<file path="config.mk">
export PLATFORM = sky130hd
export DESIGN_NAME = inst_fetch_queue
export DESIGN_NICKNAME = d
export VERILOG_FILES = /design/src/rtl/inst_fetch_queue.sv
export SDC_FILE = /design/constraint.sdc
export NUM_CORES = 2
export LEC_CHECK = 0
export CAP_MARGIN = 25
export CORE_AREA = 2 2 387 389
export DETAILED_ROUTE_END_ITERATION = 6
export DIE_AREA = 0 0 389 391
export PLACE_DENSITY = 0.84
export SYNTH_ARGS = -nofsm -noshare
export SYNTH_HDL_FRONTEND = slang
export SYNTH_SLANG_ARGS = --single-unit
</file>
<file path="constraint.sdc">
create_clock -name clk -period 16.05 [get_ports clk]
set_input_delay 4.815 -clock clk [delete_from_list [all_inputs] [get_ports clk]]
set_output_delay 4.815 -clock clk [all_outputs]
set_load 0.01 [all_outputs]
</file>
<file path="src/rtl/inst_fetch_queue.sv">
// inst_fetch_queue: decoupling queue between icache and decode.
// Accepts 2-wide fetch packets, stores only mask-valid slots in program order,
// and presents up to the two oldest instructions to the decoder each cycle.
// Optional feature macro: IFQ_BYPASS_EN (empty-queue same-cycle bypass to out_*).
module inst_fetch_queue #(
    parameter int unsigned DEPTH  = 16,
    parameter int unsigned PRED_W = 32
) (
    input  logic                   clk,
    input  logic                   rst,
    input  logic                   flush_i,
    input  logic                   in_valid_i,
    output logic                   in_ready_o,
    input  logic [1:0][31:0]       in_insts_i,
    input  logic [31:0]            in_pc_i,
    input  logic [1:0]             in_mask_i,
    input  logic [1:0][PRED_W-1:0] in_pred_i,
    output logic [1:0]             out_valid_o,
    output logic [1:0][31:0]       out_insts_o,
    output logic [1:0][31:0]       out_pc_o,
    output logic [1:0][PRED_W-1:0] out_pred_o,
    input  logic                   out_ready_i
);

    localparam int unsigned AW = $clog2(DEPTH);

    logic [AW-1:0]     r_head;
    logic [AW-1:0]     r_tail;
    logic [AW:0]       r_count;

    logic [31:0]       r_inst [DEPTH];
    logic [31:0]       r_pc   [DEPTH];
    logic [PRED_W-1:0] r_pred [DEPTH];

    logic [31:0]             w_pc_base;
    logic [1:0]              w_cmp_n;
    logic [1:0][31:0]        w_cmp_inst;
    logic [1:0][31:0]        w_cmp_pc;
    logic [1:0][PRED_W-1:0]  w_cmp_pred;
    logic                    w_enq_fire;
    logic                    w_deq_fire;
    logic                    w_bypass;
    logic                    w_wr;
    logic [1:0]              w_n_enq;
    logic [1:0]              w_n_deq;
    logic [AW-1:0]           w_tail_p1;
    logic [AW-1:0]           w_head_p1;
    logic [AW:0]             w_count_next;

    // Low three pc bits are masked rather than sliced so every input bit is consumed.
    assign w_pc_base  = in_pc_i & ~32'h7;
    assign in_ready_o = (r_count <= (AW + 1)'(DEPTH - 2));
    assign w_enq_fire = in_valid_i & in_ready_o;
    assign w_deq_fire = out_ready_i & (|out_valid_o);
    assign w_tail_p1  = r_tail + AW'(1);
    assign w_head_p1  = r_head + AW'(1);

`ifdef IFQ_BYPASS_EN
    assign w_bypass = (r_count == '0) & in_valid_i & ~flush_i;
`else
    assign w_bypass = 1'b0;
`endif

    // Compact the incoming packet so that valid slots occupy positions 0..n-1.
    always_comb begin
        w_cmp_n    = 2'd0;
        w_cmp_inst = '0;
        w_cmp_pc   = '0;
        w_cmp_pred = '0;
        unique case (in_mask_i)
            2'b11: begin
                w_cmp_n       = 2'd2;
                w_cmp_inst[0] = in_insts_i[0];
                w_cmp_pc[0]   = w_pc_base;
                w_cmp_pred[0] = in_pred_i[0];
                w_cmp_inst[1] = in_insts_i[1];
                w_cmp_pc[1]   = w_pc_base + 32'd4;
                w_cmp_pred[1] = in_pred_i[1];
            end
            2'b01: begin
                w_cmp_n       = 2'd1;
                w_cmp_inst[0] = in_insts_i[0];
                w_cmp_pc[0]   = w_pc_base;
                w_cmp_pred[0] = in_pred_i[0];
            end
            2'b10: begin
                w_cmp_n       = 2'd1;
                w_cmp_inst[0] = in_insts_i[1];
                w_cmp_pc[0]   = w_pc_base + 32'd4;
                w_cmp_pred[0] = in_pred_i[1];
            end
            default: w_cmp_n = 2'd0;
        endcase
    end

    // Drive the decoder from the queue head, or from the compacted packet when bypassing.
    always_comb begin
        out_valid_o    = {(r_count >= (AW + 1)'(2)), (r_count >= (AW + 1)'(1))};
        out_insts_o[0] = r_inst[r_head];
        out_insts_o[1] = r_inst[w_head_p1];
        out_pc_o[0]    = r_pc[r_head];
        out_pc_o[1]    = r_pc[w_head_p1];
        out_pred_o[0]  = r_pred[r_head];
        out_pred_o[1]  = r_pred[w_head_p1];
        if (w_bypass) begin
            out_valid_o = (w_cmp_n == 2'd2) ? 2'b11 : ((w_cmp_n == 2'd1) ? 2'b01 : 2'b00);
            out_insts_o = w_cmp_inst;
            out_pc_o    = w_cmp_pc;
            out_pred_o  = w_cmp_pred;
        end
    end

    // Per-cycle enqueue/dequeue amounts; bypassed slots taken by decode never enter storage.
    always_comb begin
        w_n_enq = 2'd0;
        w_n_deq = 2'd0;
        if (w_enq_fire && !(w_bypass && out_ready_i)) begin
            w_n_enq = w_cmp_n;
        end
        if (w_deq_fire && !w_bypass) begin
            w_n_deq = {1'b0, out_valid_o[0]} + {1'b0, out_valid_o[1]};
        end
        w_count_next = r_count + (AW + 1)'(w_n_enq) - (AW + 1)'(w_n_deq);
    end

    assign w_wr = ~rst & ~flush_i & (w_n_enq != 2'd0);

    // Pointer and occupancy state; reset and flush both empty the queue.
    always_ff @(posedge clk) begin
        if (rst || flush_i) begin
            r_head  <= '0;
            r_tail  <= '0;
            r_count <= '0;
        end else begin
            r_head  <= r_head + AW'(w_n_deq);
            r_tail  <= r_tail + AW'(w_n_enq);
            r_count <= w_count_next;
        end
    end

    // Payload storage; contents are only meaningful between head and tail.
    always_ff @(posedge clk) begin
        if (w_wr) begin
            r_inst[r_tail] <= w_cmp_inst[0];
            r_pc[r_tail]   <= w_cmp_pc[0];
            r_pred[r_tail] <= w_cmp_pred[0];
            if (w_n_enq == 2'd2) begin
                r_inst[w_tail_p1] <= w_cmp_inst[1];
                r_pc[w_tail_p1]   <= w_cmp_pc[1];
                r_pred[w_tail_p1] <= w_cmp_pred[1];
            end
        end
    end

endmodule

</file>
# [Word-level counts from Yosys, hierarchy flattened]
# Memory sizes are Yosys's and may differ from the RTL's. A register that Yosys moved wholly into a read port is not among the register bits.
# Index checks and enable logic that the tools add are counted.
# W data, S select, Z words.
[totals] memories=3 reg_bits=13 ram_bits=1536 out_inout_bits=195 input_bits=167 word_cells=49
[classes] n_eq_ne=4 n_lt_le_gt_ge=3 muxes=17 n_reduce_logical=5 n_bitwise=6 add_sub_neg=8
[mem_list] memory="r_inst" depth=16 width=32 rd=2 rd_ports_with_merged_regs=1 write_ports=2 line_no="31" source="logic [31:0] r_inst [DEPTH];"
[mem_list] memory="r_pc" depth=16 width=32 rd=2 rd_ports_with_merged_regs=1 write_ports=2 line_no="32" source="logic [31:0] r_pc [DEPTH];"
[mem_list] memory="r_pred" depth=16 width=32 rd=2 rd_ports_with_merged_regs=1 write_ports=2 line_no="33" source="logic [PRED_W-1:0] r_pred [DEPTH];"
[op_table] op="$pmux W32 S2" n=3
[op_table] op="$mux W32" n=3
[op_table] op="$add A32 B3 Y32 const B" n=1
[op_table] op="$mux W4" n=3
[op_table] op="$add A4 B1 Y4 const B" n=2
[op_table] op="$add A4 B2 Y4" n=2
[op_table] op="$eq A2 B2 Y1 const B" n=3
[op_table] op="$reduce_or A2 Y1" n=3
[op_table] op="$add A5 B2 Y5" n=1
[op_table] op="$ge A5 B1 Y1 const B" n=1
[op_table] op="$ge A5 B2 Y1 const B" n=1
[op_table] op="$le A5 B4 Y1 const B" n=1
[op_table] op="$mux W1" n=5
[op_table] op="$sub A5 B2 Y5" n=1
[op_table] op="$and A1 B1 Y1" n=4
[op_table] op="$mux W2" n=2
[op_table] op="$pmux W2 S2" n=1
[op_table] op="$add A1 B1 Y2" n=1
[op_table] op="$eq A2 B1 Y1 const B" n=1
[op_table] op="$not A1 Y1" n=2
[op_table] op="$reduce_bool A2 Y1" n=1
[op_table] op="$logic_or A1 B1 Y1" n=1

# [Longest topological paths before layout]
[logic_depth] depth_word=8 mapped_depth=17 mapped_depth_nobuf=17

# [Least setup slack after synthesis]
# OpenSTA, ideal clock, no wires.
[synth_timing] kind="in2reg" start="in in_mask_i[0]" end="mem r_inst[1][0] (enable)" stages=9 path_slack_ns=2.769 arrival_ns=12.605 path_buffers=3 t_required_ns=15.374 setup_time_ns=0.676 cell_sequence="buf_2 > buf_4 > buf_4 > inv_1 > ha_1 > o21ai_0 > nor2_1 > nand3_1 > o21ai_0"
[synth_rtl] element="start, declared" line_no="16" source="input logic [1:0] in_mask_i,"
[synth_rtl] element="end, declared" line_no="31"

==> run metrics <==
via count=between 70000 and 80000; Least-Margin Pin Slew=between 1 and 1.5 ns; Worst path max stage delay=0.99 ns; clock sink count=between 1500 and 2000; status=complete, but fails checks; f_max=about 0.09 GHz; GRT busiest layer=met2; grt ovf=0; # setup viols final=0; Num CTS Buffers=around 160; CP top delay family=buffers and inverters; vias per cell=around 7.5; Cell Rows=~140; average wire per standard cell=between 30 and 40 um; min-delay worst type=reg -> reg; sw frac=between 20% and 30%; critical path required time=between 10 and 15 ns; Startpoint Class=register; synth warn=0; Yosys reg bits=~1500; Worst setup endpoint=out_insts_o[54]; I/O Pins=~360; worst vdd ir=~0.16 mV; largest net degree at the start of global routing=approximately 260; EDFF count, synth=1504; Setup WS pre-CTS=~6.2 ns; # H-tree levels=4; top area cells in the synthesized netlist=edfxtp_1 (51%), mux4_2 (14%), o21ai_0 (7.9%); Slowest cell on crit path=dfxtp_4; final net count=~7500; RR Endpoint=r_inst[2][29]; GRT met2 Usage=~58%; Core Footprint=about 0.15 mm^2; first-pass iteration count of the detailed router=7; Top FF cell, synth=edfxtp_1; ys async rst share=0%; Comb pwr share=a little over a quarter; minimum clock period=about 11 ns; total die area=between 0.15 and 0.2 mm^2; setup_tns=0 ns; Filler cells=roughly 10000; Crit Path Category=reg -> out; Reg2Reg Launch Point=r_count[2]; clk_skew=slightly above 0.03 ns; Final HPWL DP=~150 mm; Max Cap Viol=0; final wirelength=between 200 and 300 mm; Iter 0 DRT Violations=13900; Initial Util=59.4%; root buf cell=clkbuf_16; met1 usage=roughly 46%; max-slew violation count=0; antenna-violating nets left=0; Hold Vio Cnt, Final=0; crit-path max FO=between 150 and 200; PortBufs=354; WP buf/inv=3; Die W=about 400 um; PwrDens=approximately 110 mW/mm^2; cells along the critical path=ha_4, buf_12, buf_4, mux4_2, a22oi_1, nand2_1, clkdlybuf4s50_1; met3 Track Usage GR=12.7%; Leak Pwr=between 20 and 30 nW; vias in the first global route=about 69000; Clk pwr share=approximately a third; CTS tree=yes; P&R area growth vs syn=9.42%; synthesized instance count=between 7000 and 8000; initial antenna violation count=21; Worst slew margin=roughly a tenth; Final period util=68.1%; stages on the worst setup path=7; sw power=3.23 mW; Synth top area share=51.2%; DRC violations left=31; Synth Cell Area=between 0.08 and 0.09 mm^2; Worst Path Arrival=approximately 6.1 ns; Post-CTS Hold Buffers=0; Pint=approximately 8 mW; Netlist cell types=50; total track usage=a little under two fifths; failing checks=design-rule violations; sequential share of the synthesized area=between 50% and 60%; unrepaired setup endpoints after global routing=no; Worst Setup SP=r_head[0]; maximum buffer depth of the clock tree=3; area leader, netlist=edfxtp_1; R2R cell count=8; Final WS setup=5.12 ns; Final Total Pwr=~11 mW; Finished Layout Cells=around 9400; Mapped Avg Cell Area=around 12 um^2; layout cell share with drive strength beyond 1=approximately 14%; placed cells=9061; CTS clk-pin slew, worst paths=roughly 0.060 ns; register share of total power=~40%; CP endpoint kind=output port; most frequent cell after synthesis=edfxtp_1; Die Y=391 um; cts repair resizes=0; Post-synth top cells=edfxtp_1 (1504), o21ai_0 (1388), nand2_1 (1347); worst skew pair latency=0.84 ns; first-pass GRT wire length=427 mm; Post-CTS Setup Bufs=0; Reg2Reg Setup Slack=roughly 12 ns; Placer Congestion=0.858
==> how the worst min path moves through the flow <==
stage               slack (ns)         to  startpoint  cells after the start
global route              0.64  r_tail[3]   r_tail[3]                      2
finish                    0.60  r_tail[3]   r_tail[3]                      2
global placement          0.57  r_tail[3]   r_tail[3]                      2
floorplan                 0.53  r_tail[3]   r_tail[3]                      2
CTS                       0.60  r_tail[3]   r_tail[3]                      2
detailed placement        0.59  r_tail[3]   r_tail[3]                      2
==> flip-flops by register name, indices dropped and copies added, names as in the netlist <==
signal	cells
r_tail	4
r_count	5
r_inst	512
r_pred	512
r_pc	480
r_head	4
==> metal layers <==
| metal | part of all wire [%] | wire (um) | vias up |
|---|---|---|---|
| met5 | 0.051 | 151 | - |
| met4 | 8.0 | 23400 | 26 |
| met3 | 18 | 51900 | 1648 |
| met2 | 45 | 131000 | 6960 |
| met1 | 30 | 87800 | 33300 |
| li1 | - | - | 28400 |
==> cell type report <==
class | instances | area [um^2] | share of cell area (%)
Sequential cell | 1517 | 45400 | 47.1
Multi-Input combinational cell | 5096 | 38500 | 39.9
Timing Repair Buffer | 496 | 4990 | 5.17
Clock buffer | 194 | 4170 | 4.32
Tap cell | 1944 | 2430 | 2.52
Clock inverter | 100 | 870 | 0.901
Inverter | 20 | 80.1 | 0.0830
Antenna cell | 4 | 10.0 | 0.0104
==> power by group through the flow <==
stage / Sequential (mW) / Combinational [mW] / Clock, mW
after CTS: 4.44 / 2.91 / 3.64
final: 4.44 / 2.98 / 3.67
after global routing: 4.44 / 3.14 / 3.79
after global placement: 4.52 / 2.82 / 0
after detailed placement: 4.53 / 2.89 / 0
after floorplan: 4.50 / 2.05 / 0
==> cell usage in the layout, fill, tap and decap left out, drive strengths merged, types with 72 or more instances in the layout <==
| cell | instances |
|---|---|
| o21ai | 1507 |
| edfxtp | 1504 |
| nand2 | 1347 |
| mux4 | 564 |
| mux2i | 470 |
| nand3 | 426 |
| clkdlybuf4s50 | 353 |
| a22oi | 346 |
| clkbuf | 194 |
| a221oi | 188 |
| buf | 143 |
| clkinv | 80 |
| and2 | 72 |
==> worst register-to-register path, delay by kind of cell (launching register included) <==
family	cells	cell delay, ns
AO/OA/AOI/OAI	2	0.56
AND/OR/NAND/NOR	2	0.76
flip-flops	1	0.42
adder cells (fa/ha/maj)	1	0.18
buffers and inverters	3	2.28
==> kinds of logic (layout without fill, tap and decap cells) <==
kind of cell,Yosys count,count (layout),synth area share [%]
AOI/OAI and AO/OA,2057,2057,13.5
and+or+nand+nor,1968,1968,9.53
DFF,1517,1517,51.5
buffers and inverters,1051,810,5.28
muxes,1036,1036,19.8
adders and majority gates,26,26,0.403
xor gates and xnor gates,5,5,0.0496
other,1,8,0.00425
==> stage by stage <==
step	cell area, um^2	utilization [%]	hold slack, ns
after floorplan	88200	-	0.533
after global placement	91100	61.3	0.571
after detailed placement	91200	61.4	0.586
after CTS	96200	64.8	0.597
after global routing	96500	65.0	0.643
final	96500	65.0	0.600
No activity file was read; power rests on OpenSTA's default activity.
